--- config.mk ---
export PLATFORM = sky130hd
export DESIGN_NAME = dma_out_stream
export DESIGN_NICKNAME = d
export VERILOG_FILES = /design/src/rtl/dma_out_stream.sv
export SDC_FILE = /design/constraint.sdc
export NUM_CORES = 1
export LEC_CHECK = 0
export BUFFER_PORTS_ARGS = -buffer_cell sky130_fd_sc_hd__buf_4
export CAP_MARGIN = 20
export CORE_MARGIN = 2
export CORE_UTILIZATION = 25
export DETAILED_ROUTE_END_ITERATION = 7
export SYNTH_ARGS = -nofsm -noshare
export SYNTH_HDL_FRONTEND = slang
export SYNTH_SLANG_ARGS = --single-unit
--- constraint.sdc ---
create_clock -name clk -period 25.2 [get_ports clk]
set_input_delay 2.52 -clock clk [delete_from_list [all_inputs] [get_ports clk]]
set_output_delay 2.52 -clock clk [all_outputs]
set_load 0.03 [all_outputs]
--- src/rtl/dma_out_stream.sv ---
// dma_out_stream: memory-to-stream DMA reader; word reads are buffered in a
// credit-limited FIFO and replayed in order on t0 with t0_last on the final beat.
module dma_out_stream #(
    parameter int DATA_W     = 32,
    parameter int FIFO_DEPTH = 4
) (
    input  logic              clk,
    input  logic              srst,
    input  logic [31:0]       ctimer,
    input  logic              config_valid,
    output logic              config_ready,
    input  logic [31:0]       config_payload_startAddr,
    input  logic [31:0]       config_payload_length,
    input  logic [31:0]       config_payload_timerInit,
    input  logic              dmaReset,
    output logic              busy,
    output logic              strobe_complete,
    output logic              interrupt,
    input  logic              interrupt_clear,
    output logic [31:0]       o0_addr,
    output logic              o0_valid,
    input  logic              o0_ready,
    input  logic [DATA_W-1:0] o0_rdata,
    input  logic              o0_rvalid,
    output logic [DATA_W-1:0] t0_data,
    output logic              t0_valid,
    input  logic              t0_ready,
    output logic              t0_last
);
    localparam int AW = $clog2(FIFO_DEPTH);
    localparam int CW = AW + 1;

    typedef enum logic [1:0] {IDLE, READ, DRAIN, ABORT} state_t;

    state_t            state_q, state_d;
    logic [31:0]       addr_q, addr_d, len_q, len_d, req_q, req_d, beat_q, beat_d;
    logic [CW-1:0]     out_q, out_d, cnt_q, cnt_d;
    logic [AW-1:0]     wp_q, wp_d, rp_q, rp_d;
    logic [DATA_W-1:0] mem_q [FIFO_DEPTH];
    logic [DATA_W-1:0] mem_d [FIFO_DEPTH];
    logic              strobe_q, strobe_d, irq_q, irq_d;
    logic              acc_cfg, zero, req, rsp, wr, pop, last, abort, done, set;

    assign acc_cfg = state_q == IDLE && config_valid &&
                     (ctimer == config_payload_timerInit || &config_payload_timerInit);
    assign zero    = config_payload_length == 32'd0;
    // Credits cover both buffered and in-flight words, so every response has a slot.
    assign o0_valid = state_q == READ &&
                      (CW+1)'(cnt_q) + (CW+1)'(out_q) < (CW+1)'(FIFO_DEPTH);
    assign req     = o0_valid && o0_ready;
    assign rsp     = o0_rvalid && out_q != '0;
    assign wr      = rsp && state_q != ABORT;
    assign t0_valid = cnt_q != '0 && state_q != ABORT;
    assign pop     = t0_valid && t0_ready;
    assign last    = beat_q == len_q - 32'd1;
    assign t0_last = t0_valid && last;
    assign t0_data = mem_q[rp_q];
    assign abort   = dmaReset && (state_q == READ || state_q == DRAIN);
    assign done    = pop && last && state_q == DRAIN && !dmaReset;
    assign set     = done || (acc_cfg && zero);

    assign config_ready    = acc_cfg;
    assign busy            = state_q != IDLE;
    assign strobe_complete = strobe_q;
    assign interrupt       = irq_q;
    assign o0_addr         = addr_q;

    always_comb begin
        state_d  = state_q;
        addr_d   = req ? addr_q + 32'd1 : addr_q;
        len_d    = len_q;
        req_d    = req ? req_q + 32'd1 : req_q;
        beat_d   = pop ? beat_q + 32'd1 : beat_q;
        out_d    = out_q + CW'(req) - CW'(rsp);
        cnt_d    = cnt_q + CW'(wr) - CW'(pop);
        wp_d     = wr ? wp_q + AW'(1) : wp_q;
        rp_d     = pop ? rp_q + AW'(1) : rp_q;
        mem_d    = mem_q;
        if (wr) mem_d[wp_q] = o0_rdata;
        strobe_d = set;
        irq_d    = set ? 1'b1 : (interrupt_clear ? 1'b0 : irq_q);
        if (acc_cfg) begin
            addr_d  = config_payload_startAddr;
            len_d   = config_payload_length;
            req_d   = '0;
            beat_d  = '0;
            state_d = zero ? IDLE : READ;
        end else if (abort) begin
            state_d = ABORT;
        end else if (state_q == READ && req && req_q == len_q - 32'd1) begin
            state_d = DRAIN;
        end else if (done || (state_q == ABORT && out_q == '0)) begin
            state_d = IDLE;
        end
        if (state_q == ABORT) begin
            cnt_d = '0;
            wp_d  = '0;
            rp_d  = '0;
        end
    end

    always_ff @(posedge clk or posedge srst) begin
        if (srst) begin
            state_q  <= IDLE;
            addr_q   <= '0;
            len_q    <= '0;
            req_q    <= '0;
            beat_q   <= '0;
            out_q    <= '0;
            cnt_q    <= '0;
            wp_q     <= '0;
            rp_q     <= '0;
            strobe_q <= 1'b0;
            irq_q    <= 1'b0;
            for (int i = 0; i < FIFO_DEPTH; i++) mem_q[i] <= '0;
        end else begin
            state_q  <= state_d;
            addr_q   <= addr_d;
            len_q    <= len_d;
            req_q    <= req_d;
            beat_q   <= beat_d;
            out_q    <= out_d;
            cnt_q    <= cnt_d;
            wp_q     <= wp_d;
            rp_q     <= rp_d;
            strobe_q <= strobe_d;
            irq_q    <= irq_d;
            mem_q    <= mem_d;
        end
    end
endmodule

Word level (Yosys, flattened, before mapping):

Index checks and enable logic that the tools add are counted.

* ROM bits: 0
* latch bits: 0
* bits in writable memories: 0
* bits in registers: 270
* output and inout bits: 71
* bits of input ports: 168
* logic and storage cells: 99
* memories: 0

* bitwise logic cells: 2
* $mul: 0
* add/sub/neg operators: 11
* equality and inequality tests: 7
* shift-type cells: 0
* order comparisons: 4
* divide/modulo/power cells: 0
* multiplexer cells: 24
* reduce and logical (&&, ||, !) cells: 36

Operators by type and width (number)
* two-way mux 32 bit: 9
* bitwise mux 128 bit: 1
* adder 32 x 1 -> 32 bit, second input constant: 3
* equality test 32 bit: 3
* binary-select mux 32 bit (select 2 bit): 1
* demux 32 bit (select 2 bit): 1
* zero test 32 bit: 1
* AND reduction 32 bit: 1
* subtractor 32 x 1 -> 32 bit, second input constant: 1
* logical AND 1 bit: 18
* two-way mux 2 bit: 8
* nonzero test 2 bit: 6
* adder 3 x 1 -> 3 bit: 2
* greater-or-equal comparator 3 bit, second input constant: 2
* inverter 2 -> 3 bit: 2
* nonzero test 3 bit: 2
* subtractor 3 x 1 -> 3 bit: 2
* adder 2 x 1 -> 2 bit, second input constant: 2
* adder 3 x 3 -> 4 bit: 1
* equality test 2 bit, second input constant: 2
* logical OR 1 bit: 4
* < comparator 4 x 3 -> 1 bit, second input constant: 1
* nonzero test 4 bit: 1
* zero test 3 bit: 1
* other kinds (7): 9

Longest topological paths before layout:

* depth after elaboration: 11
* gate-level depth with buffers: 12
* gate-level depth less buffers: 12

Least setup slack after synthesis:

OpenSTA, ideal clock, no wires.

* path kind: input to output
* from: in ctimer[8]
* to: out config_ready
* cell stages on the path: 9
* data required time: 22680 ps
* arrival: 4412 ps
* setup slack: 18268 ps
* buffers on the path: 3
* path through: xor2_1 -> nor4_1 -> nand4_1 -> o21ai_0 -> nand3_1 -> inv_1 -> clkbuf_1 -> clkbuf_1 -> clkbuf_1

* word-level cells in the longest chain between the ends: 3

RTL lines
* start, declared: line 9 `input logic [31:0] ctimer,`
* equality test 32 bit: line 45 `(ctimer == config_payload_timerInit || &config_payload_timerInit);`
* logical OR 1 bit: line 45
* logical AND 1 bit: line 44 `assign acc_cfg = state_q == IDLE && config_valid &&`
* end, declared: line 11 `output logic config_ready,`

Every way passes these cells.

Worst setup path in the final report:

* from: in config_payload_timerInit[5]
* to: out config_ready

* word-level cells in the longest chain between the ends: 3
* elaborated cells on any way between the ends: 4
* classes of those cells: 1 x eq/ne; 3 x reduce/logical

RTL lines
* start, declared: line 14 `input logic [31:0] config_payload_timerInit,`
* equality test 32 bit / AND reduction 32 bit (equally long branches): line 45
* logical OR 1 bit (*): line 45
* logical AND 1 bit (*): line 44

Mark *: on every way between the ends. The rest lies on a longest branch, timed or not.

==> reports/qor.json <==
{
  "vias": {"value": 11500},
  "drt_iter0_markers": {"value": 689},
  "globalRouteOverflowTotal": {"value": 0},
  "crit_path_end_kind": {"value": "output pin"},
  "viasPerCell": {"value": 4.77},
  "grt_usage": {"value": 14.2, "unit": "%"},
  "placed_cell_area": {"value": 17300, "unit": "um2"},
  "worst_hold_path_type": {"value": "flop to flop"},
  "vdd.ir_drop.worst": {"value": 0.0943, "unit": "mV"},
  "crit_type": {"value": "input port to output pin"},
  "layout.cells.most_common_list": {"value": "sky130_fd_sc_hd__dfrtp_1, sky130_fd_sc_hd__buf_4, sky130_fd_sc_hd__nand2_1"},
  "async_flop_share": {"value": 100, "unit": "%"},
  "data_required_time_of_the_worst_path": {"value": 22.68, "unit": "ns"},
  "total_power": {"value": 0.00172, "unit": "W"},
  "syn-num-nets": {"value": 1593},
  "worst_hold_startpoint": {"value": "mem_q[44]$_DFFE_PP0P_"},
  "post_cts_resized": {"value": 0},
  "placement.io_buffers": {"value": 238},
  "timing.clock.skew": {"value": 0.0231, "unit": "ns"},
  "crit_path_max_fanout": {"value": 32},
  "final_core_util": {"value": 31.5, "unit": "%"},
  "drtPass1Iterations": {"value": 5},
  "clkSlewWorstSetupHoldPaths": {"value": 0.05, "unit": "ns"},
  "layout_commonest_cell": {"value": "sky130_fd_sc_hd__dfrtp_1"},
  "drcViolationCount": {"value": 0},
  "netlist_area": {"value": 14800, "unit": "um2"},
  "final_hold_vios": {"value": 0},
  "area_growth": {"value": 25.2, "unit": "%"},
  "totalNegativeSetupSlack": {"value": 0, "unit": "ns"},
  "final_antenna_net_count": {"value": 0},
  "drv_cap": {"value": 0},
  "fin_cells": {"value": 2411},
  "cts.sinks": {"value": 270},
  "cts_tree": {"value": "built"},
  "grt_max_degree": {"value": 120},
  "synth_enable_flop_cells": {"value": 0},
  "critical_path.startpoint_type": {"value": "input port"},
  "clk_root_buffer_cell": {"value": "sky130_fd_sc_hd__clkbuf_16"},
  "drive_above_1_share": {"value": 29.7, "unit": "%"},
  "cell_count_of_the_worst_reg_to_reg_path": {"value": 11},
  "synth_top_flop_cell": {"value": "sky130_fd_sc_hd__dfrtp_1"},
  "arrival": {"value": 4.45, "unit": "ns"},
  "tritoncts.num_buffers": {"value": 34},
  "chipHeight": {"value": 247, "unit": "um"},
  "grt_setup_unrepaired": {"value": "false"},
  "endpoint_of_the_worst_hold_path": {"value": "mem_q[44]$_DFFE_PP0P_"},
  "starting_density_of_the_core": {"value": 25.2, "unit": "%"},
  "cts_setup_buffers": {"value": 0},
  "leakagePower": {"value": 8.09, "unit": "nW"},
  "synth-seq-cells": {"value": 270},
  "synth-warning-count": {"value": 0},
  "sequential_cell_area_fraction_in_the_yosys_report": {"value": 45.7, "unit": "%"},
  "power_per_cell_area": {"value": 92.7, "unit": "nW/um2"},
  "synthesis.area_per_instance": {"value": 10.5, "unit": "um2"},
  "diodes": {"value": 0},
  "r2r-end": {"value": "state_q[0]$_DFFE_PP0P_"},
  "max-clock-path-buffers": {"value": 3},
  "wl_per_cell": {"value": 18.0, "unit": "um"},
  "grt_pass1_wl": {"value": 67300, "unit": "um"},
  "tightestPinTransition": {"value": 1.07, "unit": "ns"},
  "final-setup-viol-count": {"value": 0},
  "worst_skew_pair.late_latency": {"value": 0.54, "unit": "ns"},
  "dieWidth": {"value": 247, "unit": "um"},
  "max_clock_freq": {"value": 143, "unit": "MHz"},
  "min_delay_path_depth": {"value": 1},
  "gpl.final_weighted_congestion": {"value": 0.898},
  "postLayoutCellArea": {"value": 18500, "unit": "um2"},
  "timing.final.crit_period": {"value": 6.97, "unit": "ns"},
  "drv_slew": {"value": 0},
  "grt_pass1_vias": {"value": 11800},
  "routed_wirelength": {"value": 43400, "unit": "um"},
  "synth_cell_types": {"value": 62},
  "run_status": {"value": "finished, final reports clean"},
  "final.fill_count": {"value": 6047},
  "netlist_instances": {"value": 1405},
  "min_period_over_period": {"value": 27.7, "unit": "%"},
  "reg2reg_slack": {"value": 21.09, "unit": "ns"},
  "slew_headroom": {"value": 28.1, "unit": "%"},
  "floorplan.io_pins": {"value": 239},
  "nNetsFinal": {"value": 1803},
  "placeableCoreArea": {"value": 58800, "unit": "um2"},
  "placementRows": {"value": 89},
  "reg2reg_from": {"value": "len_q[0]$_DFFE_PP0P_"},
  "detailedPlacementHpwl": {"value": 31600, "unit": "um"},
  "placed_cells": {"value": 2350},
  "cts-hold-fix-buffers": {"value": 0},
  "die_area": {"value": 61100, "unit": "um2"},
  "grt_antenna_before_repair": {"value": 1},
  "cts_max_level": {"value": 2}
}
[where the power goes]
part	leakage, nW	switching [W]	internal, W	total [W]
registers	3.40	0.0000684	0.000556	0.000624
logic	4.12	0.000290	0.000301	0.000591
clock network	0.566	0.000192	0.000309	0.000501
[final cells by class]
class	instances	area, um2	area share [%]
Clock buffer	48	1000	5.42
Clock inverter	11	144	0.777
Inverter	31	126	0.682
Multi-Input combinational cell	1025	7600	41.0
Sequential cell	270	6760	36.5
Tap cell	773	967	5.22
Timing Repair Buffer	253	1920	10.4
[Yosys cell counts, types with 2 or more instances]
master                      count  share of area [%]
sky130_fd_sc_hd__or2_2          5               0.21
sky130_fd_sc_hd__o22ai_1        2              0.085
sky130_fd_sc_hd__nor2_1        90                2.3
sky130_fd_sc_hd__buf_1         16               0.41
sky130_fd_sc_hd__and2_1         9               0.38
sky130_fd_sc_hd__o21ai_0       54                1.8
sky130_fd_sc_hd__o311ai_0       3               0.18
sky130_fd_sc_hd__buf_6          2               0.15
sky130_fd_sc_hd__inv_1         31               0.79
sky130_fd_sc_hd__buf_2          5               0.17
sky130_fd_sc_hd__and3_1        24                1.0
sky130_fd_sc_hd__nor4_2         3               0.25
sky130_fd_sc_hd__o31ai_1        5               0.25
sky130_fd_sc_hd__nor4_1        40                1.7
sky130_fd_sc_hd__a21oi_1       14               0.47
sky130_fd_sc_hd__nand2b_1       6               0.25
sky130_fd_sc_hd__o211ai_1       4               0.20
sky130_fd_sc_hd__xnor2_1       76                4.5
sky130_fd_sc_hd__nor3_1        32                1.1
sky130_fd_sc_hd__mux2_2       132                 10
sky130_fd_sc_hd__o21a_1         2               0.10
sky130_fd_sc_hd__or3_1         18               0.76
sky130_fd_sc_hd__nand2_1      184                4.7
sky130_fd_sc_hd__xnor3_1        2               0.30
sky130_fd_sc_hd__dfrtp_1      270                 46
sky130_fd_sc_hd__mux4_2        32                4.9
sky130_fd_sc_hd__fa_1           2               0.27
sky130_fd_sc_hd__nor2b_1        2              0.085
sky130_fd_sc_hd__or4_1          7               0.36
sky130_fd_sc_hd__or4b_1         2               0.14
sky130_fd_sc_hd__o2111ai_1      5               0.30
sky130_fd_sc_hd__ha_1          18                1.5
sky130_fd_sc_hd__mux2i_1        5               0.34
sky130_fd_sc_hd__clkbuf_1      56                1.4
sky130_fd_sc_hd__nand3_1       37                1.3
sky130_fd_sc_hd__nor3b_1        2               0.10
sky130_fd_sc_hd__and4_1         6               0.36
sky130_fd_sc_hd__xor2_1       123                7.3
sky130_fd_sc_hd__a31oi_1       11               0.47
sky130_fd_sc_hd__nand4_1       46                1.9
[logic make-up after synthesis]
kind of cell	after synthesis	share of synthesized area [%]
flip-flops	270	45.7
adder cells (fa/ha/maj)	20	1.79
AO/OA/AOI/OAI	116	4.99
multiplexers	169	15.3
buffers and inverters	110	2.94
AND/OR/NAND/NOR	519	17.3
XOR/XNOR	201	12.1
[stage by stage]
| step | hold WS [ns] | setup WS [ns] |
|---|---|---|
| final | 0.499 | 18.23 |
| after global routing | 0.516 | 18.02 |
| after CTS | 0.503 | 18.17 |
| after detailed placement | 0.491 | 18.20 |
| after global placement | 0.483 | 18.15 |
| after floorplan | 0.475 | 15.24 |
[flip-flops by register name, summed over array words and instances (netlist names)]
name / count
mem_q: 128
beat_q: 32
len_q: 32
o0_addr: 32
req_q: 32
cnt_q: 3
out_q: 3
rp_q: 2
state_q: 2
wp_q: 2
interrupt: 1
strobe_complete: 1
[worst max path at each step]
| stage | start | end | slack [ns] | depth (start not counted) |
|---|---|---|---|---|
| floorplan | srst | beat_q[0]$_DFFE_PP0P_ | 15.24 | 1 |
| global placement | ctimer[8] | config_ready | 18.15 | 9 |
| detailed placement | ctimer[8] | config_ready | 18.20 | 9 |
| CTS | ctimer[8] | config_ready | 18.17 | 9 |
| global route | config_payload_timerInit[5] | config_ready | 18.02 | 9 |
| finish | config_payload_timerInit[5] | config_ready | 18.23 | 9 |
[layer usage]
metal,part of all wire [%],track usage (%),wire length (um)
met1,44,18.9,19100
met2,47,22.9,20200
met3,6.4,2.60,2770
met4,2.8,5.04,1230
met5,0.030,0,13
[critical path: stages]
cell and delay, ns:
sky130_fd_sc_hd__buf_4 0.12, sky130_fd_sc_hd__xor2_1 0.16, sky130_fd_sc_hd__nor4_1 0.41, sky130_fd_sc_hd__nand4_1 0.16, sky130_fd_sc_hd__o21ai_0 0.23, sky130_fd_sc_hd__nand3_1 0.10, sky130_fd_sc_hd__buf_4 0.26, sky130_fd_sc_hd__inv_4 0.24
sky130_fd_sc_hd__buf_4 0.24
Power figures use the tool's default switching activity.
